--- config.mk ---
export PLATFORM = sky130hd
export DESIGN_NAME = branch_target_buffer
export DESIGN_NICKNAME = d
export VERILOG_FILES = /design/src/rtl/branch_pred_pkg.sv /design/src/rtl/cpu_types_pkg.sv /design/src/rtl/branch_target_buffer.sv
export SDC_FILE = /design/constraint.sdc
export NUM_CORES = 2
export LEC_CHECK = 0
export ABC_AREA = 1
export ABC_CLOCK_PERIOD_IN_PS = 3800
export CAP_MARGIN = 20
export CORE_ASPECT_RATIO = 1.2
export CORE_MARGIN = 3
export CORE_UTILIZATION = 64
export CTS_BUF_LIST = sky130_fd_sc_hd__clkbuf_4 sky130_fd_sc_hd__clkbuf_8
export DETAILED_ROUTE_END_ITERATION = 6
export PLACE_DENSITY_LB_ADDON = 0.12
export SYNTH_ARGS = -nofsm -noshare
export SYNTH_HDL_FRONTEND = slang
export SYNTH_SLANG_ARGS = --single-unit
--- constraint.sdc ---
create_clock -name CLK -period 3.8 [get_ports CLK]
set_clock_uncertainty 0.05 [all_clocks]
set_input_delay 0.57 -clock CLK [delete_from_list [all_inputs] [get_ports CLK]]
set_output_delay 0.57 -clock CLK [all_outputs]
set_load 0.02 [all_outputs]
--- src/rtl/branch_pred_pkg.sv ---
// Helpers for the branch predictor.
// Saturating counter arithmetic and the default counter encodings. The
// counter helpers work on a 4-bit container so every legal counter width
// (1..4) shares one implementation; callers place their counter in the
// low bits and take the low bits of the result.
package branch_pred_pkg;

  localparam int CNT_W_MAX = 4;

  // Largest value representable in a counter of the given width.
  function automatic logic [CNT_W_MAX-1:0] cnt_max(input int unsigned width);
    return CNT_W_MAX'((32'd1 << width) - 32'd1);
  endfunction

  // Weakly taken: the smallest value with the MSB set. Used on allocation.
  function automatic logic [CNT_W_MAX-1:0] cnt_weak_taken(input int unsigned width);
    return CNT_W_MAX'(32'd1 << (width - 1));
  endfunction

  // Weakly not taken: the largest value with the MSB clear. Used on reset.
  function automatic logic [CNT_W_MAX-1:0] cnt_weak_not_taken(input int unsigned width);
    return CNT_W_MAX'((32'd1 << (width - 1)) - 32'd1);
  endfunction

  function automatic logic [CNT_W_MAX-1:0] sat_inc(input logic [CNT_W_MAX-1:0] cnt,
                                                    input int unsigned width);
    logic [CNT_W_MAX-1:0] top;
    top = cnt_max(width);
    return (cnt >= top) ? top : cnt + CNT_W_MAX'(1);
  endfunction

  function automatic logic [CNT_W_MAX-1:0] sat_dec(input logic [CNT_W_MAX-1:0] cnt);
    return (cnt == '0) ? '0 : cnt - CNT_W_MAX'(1);
  endfunction

endpackage

--- src/rtl/cpu_types_pkg.sv ---
// Shared datapath types for the 5-stage MIPS core.
// Provides the machine word type used on every 32-bit datapath port.
package cpu_types_pkg;

  localparam int WORD_W = 32;

  typedef logic [WORD_W-1:0] word_t;

endpackage

--- src/rtl/branch_target_buffer.sv ---
// Direct-mapped branch target buffer with per-entry saturating direction
// counters, plus resolved-branch and mispredict statistics.
//
// Ports:
//   CLK, nRST            clock (rising edge), async active-low reset
//   lookup_pc            fetch PC, looked up combinationally
//   predict_hit/taken/target  fetch-stage prediction (target 0 on miss)
//   upd_en, upd_pc, upd_taken, upd_target, upd_pred_taken
//                        resolved branch from EX
//   clear                synchronous invalidate of every entry
//   branch_cnt, mispredict_cnt  wrapping statistics counters
module branch_target_buffer
  import cpu_types_pkg::*;
  import branch_pred_pkg::*;
#(
  parameter int ENTRIES = 16,
  parameter int CNT_W   = 2
) (
  input  logic  CLK,
  input  logic  nRST,
  input  word_t lookup_pc,
  output logic  predict_hit,
  output logic  predict_taken,
  output word_t predict_target,
  input  logic  upd_en,
  input  word_t upd_pc,
  input  logic  upd_taken,
  input  word_t upd_target,
  input  logic  upd_pred_taken,
  input  logic  clear,
  output word_t branch_cnt,
  output word_t mispredict_cnt
);

  localparam int IDX_W = $clog2(ENTRIES);
  localparam int TAG_W = 30 - IDX_W;

  localparam logic [CNT_W-1:0] CNT_RESET = CNT_W'(cnt_weak_not_taken(CNT_W));
  localparam logic [CNT_W-1:0] CNT_ALLOC = CNT_W'(cnt_weak_taken(CNT_W));

  logic [ENTRIES-1:0] valid_q;
  logic [TAG_W-1:0]   tag_q    [ENTRIES];
  logic [29:0]        target_q [ENTRIES];
  logic [CNT_W-1:0]   cnt_q    [ENTRIES];

  logic [IDX_W-1:0] lk_idx;
  logic [TAG_W-1:0] lk_tag;
  logic [IDX_W-1:0] up_idx;
  logic [TAG_W-1:0] up_tag;
  logic             up_hit;
  word_t            up_pred_target;
  logic             mispredict;

  logic [CNT_W_MAX-1:0] cnt_ext;
  logic [CNT_W_MAX-1:0] cnt_step;
  logic [CNT_W-1:0]     cnt_next;

  assign lk_idx = lookup_pc[IDX_W+1:2];
  assign lk_tag = lookup_pc[31:IDX_W+2];
  assign up_idx = upd_pc[IDX_W+1:2];
  assign up_tag = upd_pc[31:IDX_W+2];

  // Lookup reads only registered state, so a same-cycle update is never
  // bypassed. A miss forces taken and target low even though the stale
  // counter and target of the slot may hold anything.
  assign predict_hit    = valid_q[lk_idx] && (tag_q[lk_idx] == lk_tag);
  assign predict_taken  = predict_hit && cnt_q[lk_idx][CNT_W-1];
  assign predict_target = predict_hit ? {target_q[lk_idx], 2'b00} : '0;

  assign up_hit = valid_q[up_idx] && (tag_q[up_idx] == up_tag);

  // The target fetch would have been redirected to for this branch: the
  // stored target on a hit, zero on a miss (mirrors predict_target).
  assign up_pred_target = up_hit ? {target_q[up_idx], 2'b00} : '0;

  // A correctly predicted direction still costs a flush when a taken
  // branch was steered to a stale target.
  assign mispredict = (upd_pred_taken != upd_taken) ||
                      (upd_taken && upd_pred_taken && (up_pred_target != upd_target));

  // Widen the counter into the shared 4-bit helper container and step it.
  always_comb begin
    cnt_ext                = '0;
    cnt_ext[CNT_W-1:0]     = cnt_q[up_idx];
    cnt_step               = upd_taken ? sat_inc(cnt_ext, CNT_W) : sat_dec(cnt_ext);
  end

  assign cnt_next = cnt_step[CNT_W-1:0];

  // Low PC/target bits are word-aligned and never stored; the upper bits of
  // the widened counter are always zero for narrow counters.
  logic unused_ok;
  assign unused_ok = ^{lookup_pc[1:0], upd_pc[1:0], upd_target[1:0], cnt_step};

  // Table and statistics share one block so that reset discards any update
  // in flight as a whole. Statistics count every resolved branch even when
  // clear suppresses the table write.
  always_ff @(posedge CLK, negedge nRST) begin
    if (!nRST) begin
      valid_q        <= '0;
      branch_cnt     <= '0;
      mispredict_cnt <= '0;
      for (int i = 0; i < ENTRIES; i++) begin
        tag_q[i]    <= '0;
        target_q[i] <= '0;
        cnt_q[i]    <= CNT_RESET;
      end
    end else begin
      if (upd_en) begin
        branch_cnt <= branch_cnt + 32'd1;
        if (mispredict) begin
          mispredict_cnt <= mispredict_cnt + 32'd1;
        end
      end

      if (clear) begin
        valid_q <= '0;
      end else if (upd_en) begin
        if (up_hit) begin
          cnt_q[up_idx] <= cnt_next;
          if (upd_taken) begin
            target_q[up_idx] <= upd_target[31:2];
          end
        end else if (upd_taken) begin
          valid_q[up_idx]  <= 1'b1;
          tag_q[up_idx]    <= up_tag;
          target_q[up_idx] <= upd_target[31:2];
          cnt_q[up_idx]    <= CNT_ALLOC;
        end
      end
    end
  end

endmodule

Yosys cells after proc, flatten, opt, wreduce, memory -nomap -nowiden --
Index checks and enable logic that the tools add are counted.
Storage, ports and cells: flip-flop bits (word level) 1008
Cells by class: reduce and logical (&&, ||, !) cells 17, equality and inequality tests 5, add/subtract/negate cells 4, magnitude comparators 7, muxes and demuxes 44, bitwise gates (word level) 8
Operator list (number):
- $bwmux W480 | 1
- $bwmux W416 | 1
- $bmux W30 S4 | 2
- $bmux W26 S4 | 2
- $mux W30 | 5
- $mux W26 | 5
- $mux W32 | 4
- $demux W30 S4 | 1
- $demux W26 S4 | 1
- $add A32 B1 Y32 const B | 2
- $mux W16 | 4
- $eq A26 B26 Y1 | 2
- $bwmux W32 | 1
- $ne A32 B32 Y1 | 1
- $or A16 B16 Y16 | 2
- $and A16 B16 Y16 | 1
- $bmux W2 S4 | 2
- $mux W2 | 8
- $not A16 Y16 | 1
- $ge A5 B5 Y1 const B | 2
- $lt A4 B5 Y1 const B | 2
- $not A4 Y5 | 2
- $reduce_and A3 Y1 | 3
- $bmux W1 S4 | 2
- 17 further kinds | 28

Depth between registers and ports, before layout --
word-level depth 11, gate-level depth with buffers 33, depth with buffers taken out 29

Least setup slack after synthesis --
No wires, ideal clock.
kind input-to-output, from input port lookup_pc[2], to output port predict_target[10], arrival time 3.453 ns, data required time 3.180 ns, stages 14, path slack -0.273 ns, buffers on the path 4, cell sequence inv_1 -> clkbuf_1 -> clkbuf_1 -> clkbuf_1 -> o21ai_0 -> nand3_1 -> nand3_1 -> a22o_1 -> a221oi_1 -> nand4_1 -> nor2_1 -> inv_1 -> clkbuf_1 -> a211oi_1
Between the ends: longest elaborated chain between the ends 7, elaborated cells between the ends (all ways) 12, those cells by class 1 x eq/ne; 9 x mux; 1 x bitwise; 1 x reduce/logical
Ends and longest elaborated chain:
- start, declared | RTL line branch_target_buffer.sv:21 | input word_t lookup_pc,
- $not A4 Y5 (not written as such) | RTL line branch_target_buffer.sv:66 | assign predict_hit = valid_q[lk_idx] && (tag_q[lk_idx] == lk_tag);
- $bmux W26 S4 | RTL line branch_target_buffer.sv:66
- $mux W26 (not written as such) (2 in series) | RTL line branch_target_buffer.sv:66
- $eq A26 B26 Y1 | RTL line branch_target_buffer.sv:66
- $logic_and A1 B1 Y1 * | RTL line branch_target_buffer.sv:66
- named net predict_hit | RTL line branch_target_buffer.sv:22 | output logic predict_hit,
- $mux W32 * | RTL line branch_target_buffer.sv:68 | assign predict_target = predict_hit ? {target_q[lk_idx], 2'b00} : '0;
- end, declared | RTL line branch_target_buffer.sv:24 | output word_t predict_target,
Mark *: on every way through the listed nets, which the timed path passes. The rest lies on a longest branch. The select of a mux whose other input is x is not followed.

Worst setup path in the final report --
from register tag_q[184] (netlist bit), to output port predict_target[10]
Between the ends: longest elaborated chain between the ends 6
Ends and longest elaborated chain:
- start, declared | RTL line branch_target_buffer.sv:42 | logic [TAG_W-1:0] tag_q [ENTRIES];
- start signal, assigned by index | RTL line branch_target_buffer.sv:126 | tag_q[up_idx] <= up_tag;
- $bmux W26 S4 | RTL line branch_target_buffer.sv:66
- $mux W26 (not written as such) (2 in series) | RTL line branch_target_buffer.sv:66
- $eq A26 B26 Y1 | RTL line branch_target_buffer.sv:66
- $logic_and A1 B1 Y1 | RTL line branch_target_buffer.sv:66
- $mux W32 | RTL line branch_target_buffer.sv:68
No other way between the ends. The select of a mux whose other input is x is not followed.

==> flow_metrics.env <==
export IMPL_power_leakage_uw=0.0304
export IMPL_setup_viol=32
export IMPL_slowest_delay_ps=450
export IMPL_cp_common_cell="buf_4"
export IMPL_worst_setup_path_end_kind="output port"
export IMPL_start_kind="flop"
export IMPL_drc_errors=7
export IMPL_cap_violations=0
export IMPL_dpl_hpwl_um=134000
export IMPL_vias=59000
export IMPL_viasPerCell=6.56
export IMPL_grt_pass1_vias=56300
export IMPL_cpMaxStageDelayCell="nor4_4"
export IMPL_cts_htree_levels=4
export IMPL_clock_path_buffers=3
export IMPL_synthesis_area_um2=54600
export IMPL_drt_iter0_markers=9703
export IMPL_cts_buffers=163
export IMPL_cts_root_buf="clkbuf_8"
export IMPL_crit_path_cell_trace="inv_2, nor2_1, a21oi_1, o21ai_1, o221ai_1, nand2_1, xor2_2, nor4_4, buf_4, nand4_1, nor2_2, buf_6, inv_8, buf_8, buf_16, buf_12, a211oi_2, buf_4"
export IMPL_critPathMaxFanout=4
export IMPL_postSynth_asyncResetShare=1.00
export IMPL_hold_violations=0
export IMPL_worst_slew_pin_slew_ps=1190
export IMPL_peakVddDrop_v=0.000349
export IMPL_cts_tree="built"
export IMPL_areaGrowthSynthToFinish_pct=19.9
export IMPL_nNetsFinal=7852
export IMPL_io_buffers=193
export IMPL_path_clk_slew_ps=70
export IMPL_rsz0062_at_grt="true"
export IMPL_rows=116
export IMPL_clock_sinks=1008
export IMPL_grt_max_degree=95
export IMPL_drive_gt1_frac=0.126
export IMPL_insertion_delay_ps=880
export IMPL_ys_warn_count=0
export IMPL_crit_arrival_ps=3900
export IMPL_ys_seq_area_frac=0.463
export IMPL_ant_nets=0
export IMPL_synthCells=7458
export IMPL_avgRoutedWirePerCell_um=23.4
export IMPL_grtUsageTotal=0.465
export IMPL_antenna_found_initial=4
export IMPL_period_minus_slack_ps=4520
export IMPL_start_util=0.650
export IMPL_min_path_type="primary input to flop"
export IMPL_die_h_um=326
export IMPL_layout_worst_path_cycle_share=1.19
export IMPL_crit_required_ps=3180
export IMPL_stdcell_count=8990
export IMPL_chipWidth_um=273
export IMPL_coreArea_um2=83900
export IMPL_gp_congestion=1.04
export IMPL_synth_distinct_cells=48
export IMPL_slew_viol_final=0
export IMPL_place_inst=8680
export IMPL_synth_edf_count=0
export IMPL_status="finished with violations"
export IMPL_grt_remaining_overflow=0
export IMPL_io_pins=200
export IMPL_ys_seq_elements=1008
export IMPL_die_area_um2=88800
export IMPL_crit_type="flop to output port"
export IMPL_violations="DRC, setup timing"
export IMPL_fmax_mhz=221
export IMPL_synth_flop_cell="dfrtp_1"
export IMPL_slew_headroom=0.206
export IMPL_first_pass_iters=7
export IMPL_fin_tns_setup_ps=-18170
export IMPL_setup_ws_ps=-718
export IMPL_grt_pass1_wl_um=321000
export IMPL_synth_area_per_cell_um2=7.32
export IMPL_wl_um=211000
export IMPL_power_density_nw_per_um2=443
## synth_stat cells (11+ instances only)
cell,count,area share
nand2_1,2600,0.18
o21ai_0,1363,0.13
dfrtp_1,992,0.45
clkbuf_1,482,0.033
nor2_1,366,0.025
inv_1,267,0.018
o22ai_1,267,0.031
a21oi_1,243,0.022
nand3_1,231,0.021
nor3_1,63,0.0058
o211ai_1,63,0.0087
a221oi_1,58,0.0093
buf_2,57,0.0052
xor2_1,54,0.0087
nand4_1,53,0.0061
o221ai_1,52,0.0083
buf_1,47,0.0032
o2111a_1,21,0.0043
a211oi_1,18,0.0025
a32oi_1,17,0.0027
o21ai_1,17,0.0016
dfstp_2,16,0.0077
xnor2_1,14,0.0022
a311oi_1,11,0.0018
a32o_1,11,0.0020
## cells in the final DEF, fill, tap and decap left out, types with 20 or more instances in the layout
cell type        synthesis  final
nand2_1               2600   2558
o21ai_0               1363   1356
dfrtp_1                992    992
buf_4                    7    386
nor2_1                 366    348
o22ai_1                267    267
inv_1                  267    260
a21oi_1                243    241
nand3_1                231    229
clkbuf_8                 0    207
clkdlybuf4s50_1          0    153
buf_12                   0    141
o211ai_1                63     63
a221oi_1                58     58
nand4_1                 53     53
o221ai_1                52     52
xor2_1                  54     52
nor3_1                  63     51
clkbuf_4                 0     42
nand2_2                  2     39
buf_6                    5     30
o21ai_1                 17     22
o2111a_1                21     21
clkinv_2                 0     20
## cell type report
class | instances | area (um^2)
multi-input combinational | 5575 | 26500
clock buffer | 248 | 3150
fill | 6197 | 18400
tap | 1121 | 1400
clock inverter | 35 | 320
antenna | 4 | 10.0
timing repair buffer | 721 | 7780
inverter | 278 | 1080
sequential | 1008 | 25200
## cell families after synthesis
kind of cell	Yosys count	share of synthesized area
DFF	1008	0.463
xor gates and xnor gates	68	0.0109
adders and majority gates	3	0.000688
AOI/OAI and AO/OA	2155	0.221
other	1	0.0000687
and+or+nand+nor	3342	0.241
buffers and inverters	876	0.0627
muxes	5	0.000917
## critical path: cells and delay by family (launching register included)
family	cells	cell delay, ps
flops	1	400
simple gates	5	850
compound gates	4	590
xor+xnor	1	170
buf+inv	8	1010
## repair_timing
action | CTS | global route
hold endpoints to repair | 48 | 0
pin swaps | 8 | 35
endpoints found under the setup margin | 64 | 92
setup buffers | 10 | 9
gates resized for setup | 173 | 59
hold buffers | 1 | 0
gates cloned | 1 | 3
## registers in the layout (all words and copies together) (netlist names)
register / flops
target_q: 480
mispredict_cnt: 32
cnt_q: 32
branch_cnt: 32
tag_q: 416
valid_q: 16
## power breakdown
part / leakage, uW / switching, uW / internal [uW] / total [uW]
sequential: 0.0133 / 1180 / 12100 / 13300
combinational: 0.0152 / 3400 / 2130 / 5530
clock: 0.00185 / 4670 / 5510 / 10200
total: 0.0304 / 9240 / 19700 / 29000
## per-layer routing
| metal | global-route usage | share of wire | up-vias |
|---|---|---|---|
| met5 | 0 | 0 | - |
| met4 | 0.358 | 0.090 | 0 |
| met3 | 0.121 | 0.13 | 1243 |
| met2 | 0.702 | 0.44 | 4793 |
| met1 | 0.571 | 0.35 | 27300 |
| li1 | - | - | 25700 |
## worst paths after layout
path                                            start  cells after the start  slack, ps                            end
setup / recovery               tag_q[184]$_DFFE_PN0P_                     18       -720             predict_target[10]
setup reg to reg                tag_q[30]$_DFFE_PN0P_                     30        200  mispredict_cnt[0]$_DFFE_PN0P_
hold reg to reg            branch_cnt[31]$_DFFE_PN0P_                      1        430     branch_cnt[31]$_DFFE_PN0P_
hold / removal                         upd_target[27]                      3        330      target_q[475]$_DFFE_PN0P_
min in group asynchronous                        nRST                      2        350         tag_q[268]$_DFFE_PN0P_
max in group asynchronous                        nRST                      3       2290          cnt_q[18]$_DFFE_PN1P_
## stage by stage
step | util | area [um^2] | total power [uW] | setup WS (ps) | hold WS [ps]
floorplan | - | 54800 | 16300 | -34.4 | 224
CTS | 0.776 | 65100 | 28700 | -727 | 283
finish | 0.780 | 65400 | 29000 | -718 | 329
global placement | 0.731 | 61300 | 18500 | -1390 | 411
detailed placement | 0.731 | 61300 | 18700 | -1380 | 418
global route | 0.780 | 65400 | 30100 | -903 | 308
Note: power is estimated with default switching activity, not from simulation.
